===== config.mk =====
export PLATFORM = sky130hd
export DESIGN_NAME = phase_diff_flat
export DESIGN_NICKNAME = d
export VERILOG_FILES = /design/src/rtl/phase_diff_if.sv /design/src/rtl/phase_diff.sv /design/src/flat_wrapper.sv
export SDC_FILE = /design/constraint.sdc
export NUM_CORES = 1
export LEC_CHECK = 0
export ABC_AREA = 1
export CAP_MARGIN = 20
export CORE_UTILIZATION = 25
export DETAILED_ROUTE_END_ITERATION = 16
export GPL_ROUTABILITY_DRIVEN = 1
export PLACE_DENSITY_LB_ADDON = 0.1
export SLEW_MARGIN = 0
export SYNTH_ARGS = -nofsm -noshare
export SYNTH_HDL_FRONTEND = slang
export SYNTH_SLANG_ARGS = --single-unit

===== constraint.sdc =====
create_clock -name clock -period 6.55 [get_ports clock]
set_input_delay 1.31 -clock clock [delete_from_list [all_inputs] [get_ports clock]]
set_output_delay 1.31 -clock clock [all_outputs]
set_load 0.05 [all_outputs]

===== src/rtl/phase_diff_if.sv =====
// Sample/result bundle between the Hilbert filter, phase_diff and phase2speed.
// The master drives I/Q samples and the slave returns the wrapped phase increment.
interface phase_diff_if #(
   parameter int unsigned IW = 16
);
   localparam int unsigned PW = 19;

   logic                 sample;
   logic signed [IW-1:0] xi;
   logic signed [IW-1:0] xq;
   logic signed [PW-1:0] phase;
   logic                 ready;
   logic                 busy;
   logic                 overrun;

   modport master (
      output sample, xi, xq,
      input  phase, ready, busy, overrun
   );

   modport slave (
      input  sample, xi, xq,
      output phase, ready, busy, overrun
   );
endinterface


===== src/rtl/phase_diff.sv =====
// Per-sample phase increment of an analytic signal: a vectoring CORDIC gives the
// angle, and the previous angle is subtracted and wrapped to (-pi, pi] in Q3.16.
module phase_diff #(
   parameter int unsigned IW   = 16,
   parameter int unsigned ITER = 16
) (
   input  logic        clock,
   input  logic        reset,
   phase_diff_if.slave bus
);
   localparam int unsigned XW = IW + 2;
   localparam int unsigned ZW = 19;
   localparam int unsigned DW = ZW + 1;
   localparam int unsigned CW = 4;

   localparam logic signed [ZW-1:0] PI       = 19'sd205887;
   localparam logic signed [DW-1:0] PI_D     = 20'sd205887;
   localparam logic signed [DW-1:0] TWO_PI_D = 20'sd411775;

   localparam logic [1:0] ST_IDLE   = 2'd0;
   localparam logic [1:0] ST_PREROT = 2'd1;
   localparam logic [1:0] ST_ITER   = 2'd2;
   localparam logic [1:0] ST_DIFF   = 2'd3;

   // atan(2^-i) in Q3.16, rounded
   function automatic logic signed [ZW-1:0] atan_rom(input logic [CW-1:0] idx);
      case (idx)
         4'd0:    atan_rom = 19'sd51472;
         4'd1:    atan_rom = 19'sd30386;
         4'd2:    atan_rom = 19'sd16055;
         4'd3:    atan_rom = 19'sd8150;
         4'd4:    atan_rom = 19'sd4091;
         4'd5:    atan_rom = 19'sd2047;
         4'd6:    atan_rom = 19'sd1024;
         4'd7:    atan_rom = 19'sd512;
         4'd8:    atan_rom = 19'sd256;
         4'd9:    atan_rom = 19'sd128;
         4'd10:   atan_rom = 19'sd64;
         4'd11:   atan_rom = 19'sd32;
         4'd12:   atan_rom = 19'sd16;
         4'd13:   atan_rom = 19'sd8;
         4'd14:   atan_rom = 19'sd4;
         default: atan_rom = 19'sd2;
      endcase
   endfunction

   logic [1:0]           state;
   logic [1:0]           state_nx;
   logic signed [XW-1:0] x;
   logic signed [XW-1:0] y;
   logic signed [ZW-1:0] z;
   logic signed [ZW-1:0] prev;
   logic signed [ZW-1:0] phase_q;
   logic [CW-1:0]        cnt;
   logic                 zero_in;
   logic                 first;
   logic                 ready_q;
   logic                 busy_q;
   logic                 overrun_q;

   logic signed [XW-1:0] x_sh_c;
   logic signed [XW-1:0] y_sh_c;
   logic signed [ZW-1:0] rom_c;
   logic                 dir_c;
   logic signed [ZW-1:0] angle_c;
   logic signed [DW-1:0] diff_raw_c;
   logic signed [DW-1:0] diff_c;

   // State register
   always_ff @(posedge clock) begin
      if (!reset) begin
         state <= ST_IDLE;
      end else begin
         state <= state_nx;
      end
   end

   // Next-state logic
   always_comb begin
      state_nx = state;
      case (state)
         ST_IDLE:   if (bus.sample) state_nx = ST_PREROT;
         ST_PREROT: state_nx = ST_ITER;
         ST_ITER:   if (cnt == CW'(ITER - 1)) state_nx = ST_DIFF;
         ST_DIFF:   state_nx = ST_IDLE;
         default:   state_nx = ST_IDLE;
      endcase
   end

   // Micro-rotation terms and wrapped difference
   always_comb begin
      x_sh_c     = x >>> cnt;
      y_sh_c     = y >>> cnt;
      rom_c      = atan_rom(cnt);
      dir_c      = ~y[XW-1];
      angle_c    = zero_in ? prev : z;
      diff_raw_c = DW'(angle_c) - DW'(prev);
      diff_c     = diff_raw_c;
      if (diff_raw_c > PI_D) begin
         diff_c = diff_raw_c - TWO_PI_D;
      end else if (diff_raw_c <= -PI_D) begin
         diff_c = diff_raw_c + TWO_PI_D;
      end
   end

   // Datapath and registered outputs
   always_ff @(posedge clock) begin
      if (!reset) begin
         x         <= '0;
         y         <= '0;
         z         <= '0;
         prev      <= '0;
         phase_q   <= '0;
         cnt       <= '0;
         zero_in   <= 1'b0;
         first     <= 1'b1;
         ready_q   <= 1'b0;
         busy_q    <= 1'b0;
         overrun_q <= 1'b0;
      end else begin
         ready_q <= 1'b0;
         busy_q  <= (state_nx != ST_IDLE);
         if (bus.sample && (state != ST_IDLE)) begin
            overrun_q <= 1'b1;
         end
         case (state)
            ST_IDLE: begin
               if (bus.sample) begin
                  x       <= XW'(bus.xi);
                  y       <= XW'(bus.xq);
                  zero_in <= (bus.xi == '0) && (bus.xq == '0);
                  cnt     <= '0;
               end
            end
            ST_PREROT: begin
               // Fold the left half-plane into the right so the CORDIC converges
               if (x[XW-1]) begin
                  x <= -x;
                  y <= -y;
                  z <= y[XW-1] ? -PI : PI;
               end else begin
                  z <= '0;
               end
            end
            ST_ITER: begin
               x   <= dir_c ? (x + y_sh_c) : (x - y_sh_c);
               y   <= dir_c ? (y - x_sh_c) : (y + x_sh_c);
               z   <= dir_c ? (z + rom_c) : (z - rom_c);
               cnt <= cnt + CW'(1);
            end
            ST_DIFF: begin
               prev <= angle_c;
               if (first) begin
                  first <= 1'b0;
               end else begin
                  phase_q <= ZW'(diff_c);
                  ready_q <= 1'b1;
               end
            end
            default: ;
         endcase
      end
   end

   assign bus.phase   = phase_q;
   assign bus.ready   = ready_q;
   assign bus.busy    = busy_q;
   assign bus.overrun = overrun_q;
endmodule


===== src/flat_wrapper.sv =====
// flat-port wrapper written by rule: the top's interface ports become plain ports
module phase_diff_flat 
#(
   parameter int unsigned IW   = 16,
   parameter int unsigned ITER = 16
)
  (clock, reset, bus_sample, bus_xi, bus_xq, bus_phase, bus_ready, bus_busy, bus_overrun);
  phase_diff_if #(.IW(IW)) bus_i ();
  input  logic clock;
  input  logic reset;
  input wire logic [$bits(bus_i.sample)-1:0] bus_sample;
  input wire logic [$bits(bus_i.xi)-1:0] bus_xi;
  input wire logic [$bits(bus_i.xq)-1:0] bus_xq;
  output wire logic [$bits(bus_i.phase)-1:0] bus_phase;
  output wire logic [$bits(bus_i.ready)-1:0] bus_ready;
  output wire logic [$bits(bus_i.busy)-1:0] bus_busy;
  output wire logic [$bits(bus_i.overrun)-1:0] bus_overrun;
  assign bus_i.sample = bus_sample;
  assign bus_i.xi = bus_xi;
  assign bus_i.xq = bus_xq;
  assign bus_phase = bus_i.phase;
  assign bus_ready = bus_i.ready;
  assign bus_busy = bus_i.busy;
  assign bus_overrun = bus_i.overrun;
  phase_diff #(.IW(IW), .ITER(ITER)) u_core (.clock(clock), .reset(reset), .bus(bus_i));
endmodule

# --- Word level (Yosys, flattened, before mapping) ---
# Memory sizes are Yosys's and may differ from the RTL's. A register that Yosys moved wholly into a read port is not among the register bits.
# Index checks and enable logic that the tools add are counted.
op_classes:
  n_addsub: 12
  n_lt_le_gt_ge: 2
  eq_ne: 6
  n_shift: 2
  n_mux: 23
  n_bitwise: 1
  n_reduce_logical: 16
op_table:
  columns: ["op", "n"]
  rows:
  - ["$mux W19", 6]
  - ["$mux W18", 6]
  - ["$pmux W18 S3", 2]
  - ["$pmux W19 S2", 1]
  - ["$add A18 B18 Y18", 2]
  - ["$neg A18 Y18", 2]
  - ["$sshr A18 B4 Y18", 2]
  - ["$sub A18 B18 Y18", 2]
  - ["$logic_not A16 Y1", 2]
  - ["$gt A20 B19 Y1 const B", 1]
  - ["$le A20 B19 Y1 const B", 1]
  - ["$sub A19 B19 Y20", 1]
  - ["$add A19 B18 Y19 const B", 1]
  - ["$add A19 B19 Y19", 1]
  - ["$sub A19 B18 Y19 const B", 1]
  - ["$sub A19 B19 Y19", 1]
  - ["$mux W4", 3]
  - ["$reduce_and A2 Y1", 5]
  - ["$pmux W2 S4", 1]
  - ["$pmux W4 S2", 1]
  - ["$reduce_bool A2 Y1", 4]
  - ["$add A4 B1 Y4 const B", 1]
  - ["$eq A2 B2 Y1 const B", 2]
  - ["$eq A4 B4 Y1 const B", 1]
  - ["other kinds (10)", 12]
word_totals:
  regBits: 104
  mem_bits_ro: 256
  inputBits: 35
  out_inout_bits: 22
  word_cells: 76
  mem_count: 1
memory_table:
  columns: ["memory", "depth", "width", "read_ports", "rd_ports_with_merged_regs", "write_ports", "line", "source"]
  rows:
  - ["(no name shown)", 16, 16, 1, 1, 0, "phase_diff.sv:27", "case (idx)"]

# --- Longest topological paths before layout ---
depth:
  depth_word: 5
  ltp_mapped: 33
  ltp_nobuf: 31

# --- Worst setup path after synthesis ---
# OpenSTA, ideal clock, no wires.
synth_path:
  path_type: "register to register"
  startpoint: "register u_core.cnt[1]"
  endpoint: "register u_core.y[17]"
  setup_time_ns: 0.119
  arrival_ns: 3.611
  required_ns: 6.431
  setup_slack_ns: 2.820
  stages_incl_launch_ff: 26
  path_buffers: 2
  synth_period_minus_slack_ns: 3.730
  path_cell_list: "dfxtp_1 > buf_4 > inv_1 > buf_2 > mux2i_1 > mux2i_1 > o21ai_0 > ha_1 > nand2_1 > nor2_1 > nand2_1 > nor2_1 > inv_1 > nor2_1 > nand2_1 > o21ai_1 > xor2_1 > inv_1 > ha_1 > nand2_1 > nor3_1 > nand2_1 > o311ai_0 > nand3_1 > nand3b_1 > a21oi_1"
synth_between:
  elab_chain_len: 4
  word_cells_on_any_way: 5
  cone_classes: "add/sub (2); shift (1); mux (2)"
synth_lines:
  columns: ["element", "line", "source"]
  rows:
  - ["from (decl)", "phase_diff.sv:54", "logic [CW-1:0] cnt;"]
  - ["from (signal assigned)", "phase_diff.sv:149", "cnt <= cnt + CW'(1);"]
  - ["$sshr A18 B4 Y18 *", "phase_diff.sv:92", "x_sh_c = x >>> cnt;"]
  - ["$sub A18 B18 Y18 / $add A18 B18 Y18 (equally long branches)", "phase_diff.sv:147", "y <= dir_c ? (y - x_sh_c) : (y + x_sh_c);"]
  - ["$mux W18 *", "phase_diff.sv:147", null]
  - ["$pmux W18 S3 *", "phase_diff.sv:126", "case (state)"]
  - ["to (signal assigned)", "phase_diff.sv:130", "y <= XW'(bus.xq);"]
  - ["to (signal assigned)", "phase_diff.sv:139", "y <= -y;"]
  - ["to (signal assigned)", "phase_diff.sv:147", null]
  - ["to (decl)", "phase_diff.sv:50", "logic signed [XW-1:0] y;"]
# Every way passes the cells marked *; elsewhere a longest branch is shown, timed or not.
# A chain may end at the register's enable or synchronous reset.

# --- Worst setup path in the final report ---
layout_path:
  startpoint: "register u_core.cnt[1]"
  endpoint: "register u_core.x[17]"
layout_between:
  elab_chain_len: 4
  word_cells_on_any_way: 5
  cone_classes: "add/sub (2); shift (1); mux (2)"
layout_lines:
  columns: ["element", "line", "source"]
  rows:
  - ["$sshr A18 B4 Y18 *", "phase_diff.sv:93", "y_sh_c = y >>> cnt;"]
  - ["$add A18 B18 Y18 / $sub A18 B18 Y18 (equally long branches)", "phase_diff.sv:146", "x <= dir_c ? (x + y_sh_c) : (x - y_sh_c);"]
  - ["$mux W18 *", "phase_diff.sv:146", null]
  - ["$pmux W18 S3 *", "phase_diff.sv:126", null]
  - ["to (signal assigned)", "phase_diff.sv:129", "x <= XW'(bus.xi);"]
  - ["to (signal assigned)", "phase_diff.sv:138", "x <= -x;"]
  - ["to (signal assigned)", "phase_diff.sv:146", null]
  - ["to (decl)", "phase_diff.sv:49", "logic signed [XW-1:0] x;"]
# Marks and branches as above.

==> parameters.txt <==
Parameter                              Value

Pwr
  Part of the total power dissipated in sequential elements ... approximately 15%
  Cell leakage power ... 7.234 nW
  Cell internal pwr ... slightly below 0.003 W
  Switch share ... between 50% and 60%
  Clock network power share ... 14.2%
  PD cells ... 450.0 nW/um^2
  Worst IR Drop VDD ... roughly 0.23 mV
  Psw ... 0.003835 W
  Portion of total power attributed to combinational logic ... 71.2%

Placed design
  Routability cong. ... between 0.8 and 0.9
  Detailed-placement wirelength estimate ... 35950 um
  Count of input and output buffers ... 56

Synthesis
  Avg Synthesized Cell Area ... 5.858 sq um
  Post-synth EDFFs ... 0
  Sequential share of the synthesized area ... 17.99%
  Area share of the leading cell type in the synthesized netlist ... 17.99%
  Async SR Flop Fraction ... 0%
  Post-synthesis cell type count ... 53
  Number of register bits inferred by synthesis ... 120
  Net count of the mapped netlist ... 2410
  Commonest cells in the synthesized netlist ... nand2_1, inv_1, o21ai_0, a21oi_1, nand3_1
  Synth Cell Area ... 13350 sq um
  Post-synthesis cell type with the largest combined area ... dfxtp_1
  Number of warnings issued by yosys ... 0
  Main flop type after synthesis ... dfxtp_1
  Most used standard cell by instance count after synthesis ... nand2_1
  Post-Syn Instances ... around 2300
  Cell types occupying the most area after synthesis ... dfxtp_1, nand2_1, o21ai_0

Clock tree
  Clock-pin transition on the worst setup and hold timing paths ... 60 ps
  Clock H-tree levels ... 4
  CTS hold repair buffers ... 0
  Root cell of the clock tree ... clkbuf_16
  Number of instances resized during post-cts repair ... 0
  Number of buffers inserted to repair setup after CTS ... 0
  Number of buffers inserted during clock tree synthesis ... 17
  Clock sink total ... 120
  Clock latency on the worst-skew pair ... around 500 ps
  Buffer levels on the longest clock path ... 2
  CTS tree ... yes

Global routing
  Wire length of the first global-routing pass ... approximately 75000 um
  Maximum number of pins on one net before global-route repair ... 74
  Vias in the first global route ... 13630
  Remaining global-route overflow ... 0
  Number of antenna violations at the first check in global routing ... 0
  Overall track demand over capacity in global routing ... 17.75%

Floorplanning
  Die Wd ... 233.1 um
  Total I/O pin count ... 57
  Area of the core ... 52660 sq um
  Total die area ... 54330 sq um
  Starting density of the core ... 25.35%
  Core Rows ... 84
  Vertical die dimension ... approximately 230 um

STA
  Number of hold-slack violations in the final timing report ... 0
  Final sum of negative setup slack ... 0 ps
  F_max ... around 200 MHz
  Share of the clock period used by the worst path after layout ... a little under 80%
  Tightest Pin Transition ... a little under 1000 ps
  Final Max Slew Viols ... 0
  Setup repair after global routing missed its margin ... false
  Worst slew margin ... 34.80%
  Setup violation total in the final timing report ... 0
  Fin crit period ... 5094 ps
  Final worst clock skew ... roughly 16 ps
  Worst hold slack ... 457.8 ps

Final layout
  Antenna diode count ... 0
  Final-layout fill cell count ... 5938
  Area added between synthesis and finish ... 13.09%
  Proportion of layout cells with a drive suffix above 1 ... 4.528%
  Number of nets in the finished design ... 2416

Detailed routing
  Routed wl met2 ... between 15000 and 20000 um
  Sum of routed wire length over all layers ... roughly 47000 um
  Metal1 wirelength ... 24200 um
  Total iterations of the first detailed-routing run ... 8
  Met3 wire length ... approximately 1600 um
  Detailed-route via count ... 14400
  Number of DRC markers in iteration 0 ... ~1100
  Via/cell ratio ... 4.823
  Final ANT Viol Nets ... 0
  Wire per inst ... approximately 16 um
  Top Layer Used ... met4
  Number of remaining DRC errors ... 0

Setup path
  Max Fanout on Critical Path ... 38
  CP required ... ~7000 ps
  Startpoint Class ... flop
  Path type of the worst setup path ... flop to flop
  Worst Setup End Kind ... flop
  Startpoint of the most critical register-to-register path ... u_core.cnt[1]
  Endpoint of the lowest-slack register-to-register path ... u_core.x[17]
  Arrival time of the worst setup path ... about 5500 ps
  R2r worst-path depth ... 24
  Slack of the worst reg-to-reg path ... 1460 ps

Min path
  Min-Delay Path Class ... flop to flop
  Number of cells traversed by the worst hold path ... 2
  Hold EP ... u_core.first
  Start point of the worst hold path ... u_core.first

Outcome
  Result of the run ... complete, no violations

Flow run
  Max capacitance violation total ... 0
## power groups by stage
stage	Sequential, W	Combinational (W)	Clock (W)
global placement	0.00101	0.00486	0
CTS	0.000991	0.00487	0.00101
global route	0.00101	0.00561	0.00103
finish	0.000994	0.00484	0.000965
detailed placement	0.00101	0.00485	0
floorplan	0.000935	0.00375	0
## critical path, stage by stage (launching register included)
cell      delay, ps
dfxtp_1         300
buf_4           230
inv_1           750
nand2_1         200
nand3_1         130
o21ai_1         130
o21ai_2         180
ha_1            190
nand3_1         110
inv_1            90
nand4_1         110
nor2_1          220
nand2_1         110
o21ai_0         210
o21ai_0         110
ha_1            340
inv_1            70
nor3_1          370
nand2_1          90
o311ai_0        550
nand3b_1        180
nand3_1          90
nand2_1          70
nand2_1          40
a21oi_1         140
## placed cells by master, fill, tap and decap left out, types with 3 or more instances in the layout
cell	Yosys	final
nand2_1	576	576
inv_1	311	310
o21ai_0	239	239
a21oi_1	217	216
nand3_1	173	173
nor2_1	148	147
dfxtp_1	120	119
ha_1	92	91
clkdlybuf4s50_1	0	55
xor2_1	51	51
o211ai_1	34	34
nor3_1	24	24
nand4_1	21	21
o21ai_1	18	18
a31oi_1	18	18
clkbuf_16	0	17
nand2_2	16	16
buf_4	4	16
xnor2_1	15	15
a221oi_1	11	11
or2_2	10	10
o31ai_1	10	10
nor4_1	10	10
inv_2	6	7
nand3b_1	7	7
mux2i_1	6	6
nor2_2	5	6
o21bai_1	6	6
a21boi_0	4	4
o22ai_1	4	4
a21o_1	4	4
o311ai_0	4	4
fa_1	4	4
clkinv_4	0	4
clkinvlp_4	0	4
clkinv_1	3	3
o221ai_1	3	3
nor3b_1	3	3
nor3_2	3	3
## cell type report
type	count	area (sq um)	share of cell area, %
timing repair buffer	73	703.2	4.657
sequential	120	2404	15.92
clock buffer	17	425.4	2.818
multi-input combinational	1753	9351	61.94
inverter	320	1201	7.956
clock inverter	14	152.6	1.011
tap	688	860.8	5.702
## per-layer routing
layer  vias up  track usage [%]
met4         0            5.453
met1      6536            25.53
met3        36            2.625
met2       243            26.89
li1       7582                -
met5         -                0
## worst max path at each step
| stage | end | depth (start not counted) | from |
|---|---|---|---|
| after CTS | u_core.x[17] | 24 | u_core.cnt[1] |
| after global placement | u_core.x[17] | 24 | u_core.cnt[1] |
| after global routing | u_core.y[17] | 24 | u_core.cnt[0] |
| after floorplan | u_core.y[17] | 25 | u_core.cnt[1] |
| after detailed placement | u_core.x[17] | 24 | u_core.cnt[1] |
| final | u_core.x[17] | 24 | u_core.cnt[1] |
## cell families (layout without fill, tap and decap cells)
family          count (synthesis)  count (layout)  synth area share, %
compound gates                581             581                23.82
xor+xnor                       66              66                4.330
fa+ha+maj                      96              96                9.222
buf+inv                       406             424                12.02
flops                         120             120                17.99
mux                             7               7               0.5529
simple gates                 1003            1003                32.05
## registers in the layout (all words and copies together) (netlist names)
name	cells
u_core.first	1
u_core.bus.ready	1
u_core.zero_in	1
u_core.z	19
u_core.state	2
u_core.bus.overrun	1
u_core.x	18
u_core.prev	19
u_core.y	18
u_core.bus.busy	1
u_core.bus.phase	19
u_core.rom_c	16
u_core.cnt	4
## stage by stage
stage               utilization [%]  setup WS [ps]  area [sq um]  cells  power, W
finish                        28.67           1456         15100   2985  0.006795
global route                  28.67          660.5         15100   2985  0.007655
CTS                           28.62           1353         15070   2984  0.006868
detailed placement            27.52           1362         14490   2953  0.005856
global placement              27.52           1379         14490   2953  0.005866
floorplan                         -           2820         13350   2279  0.004685
Note: power is estimated with default switching activity, not from simulation.
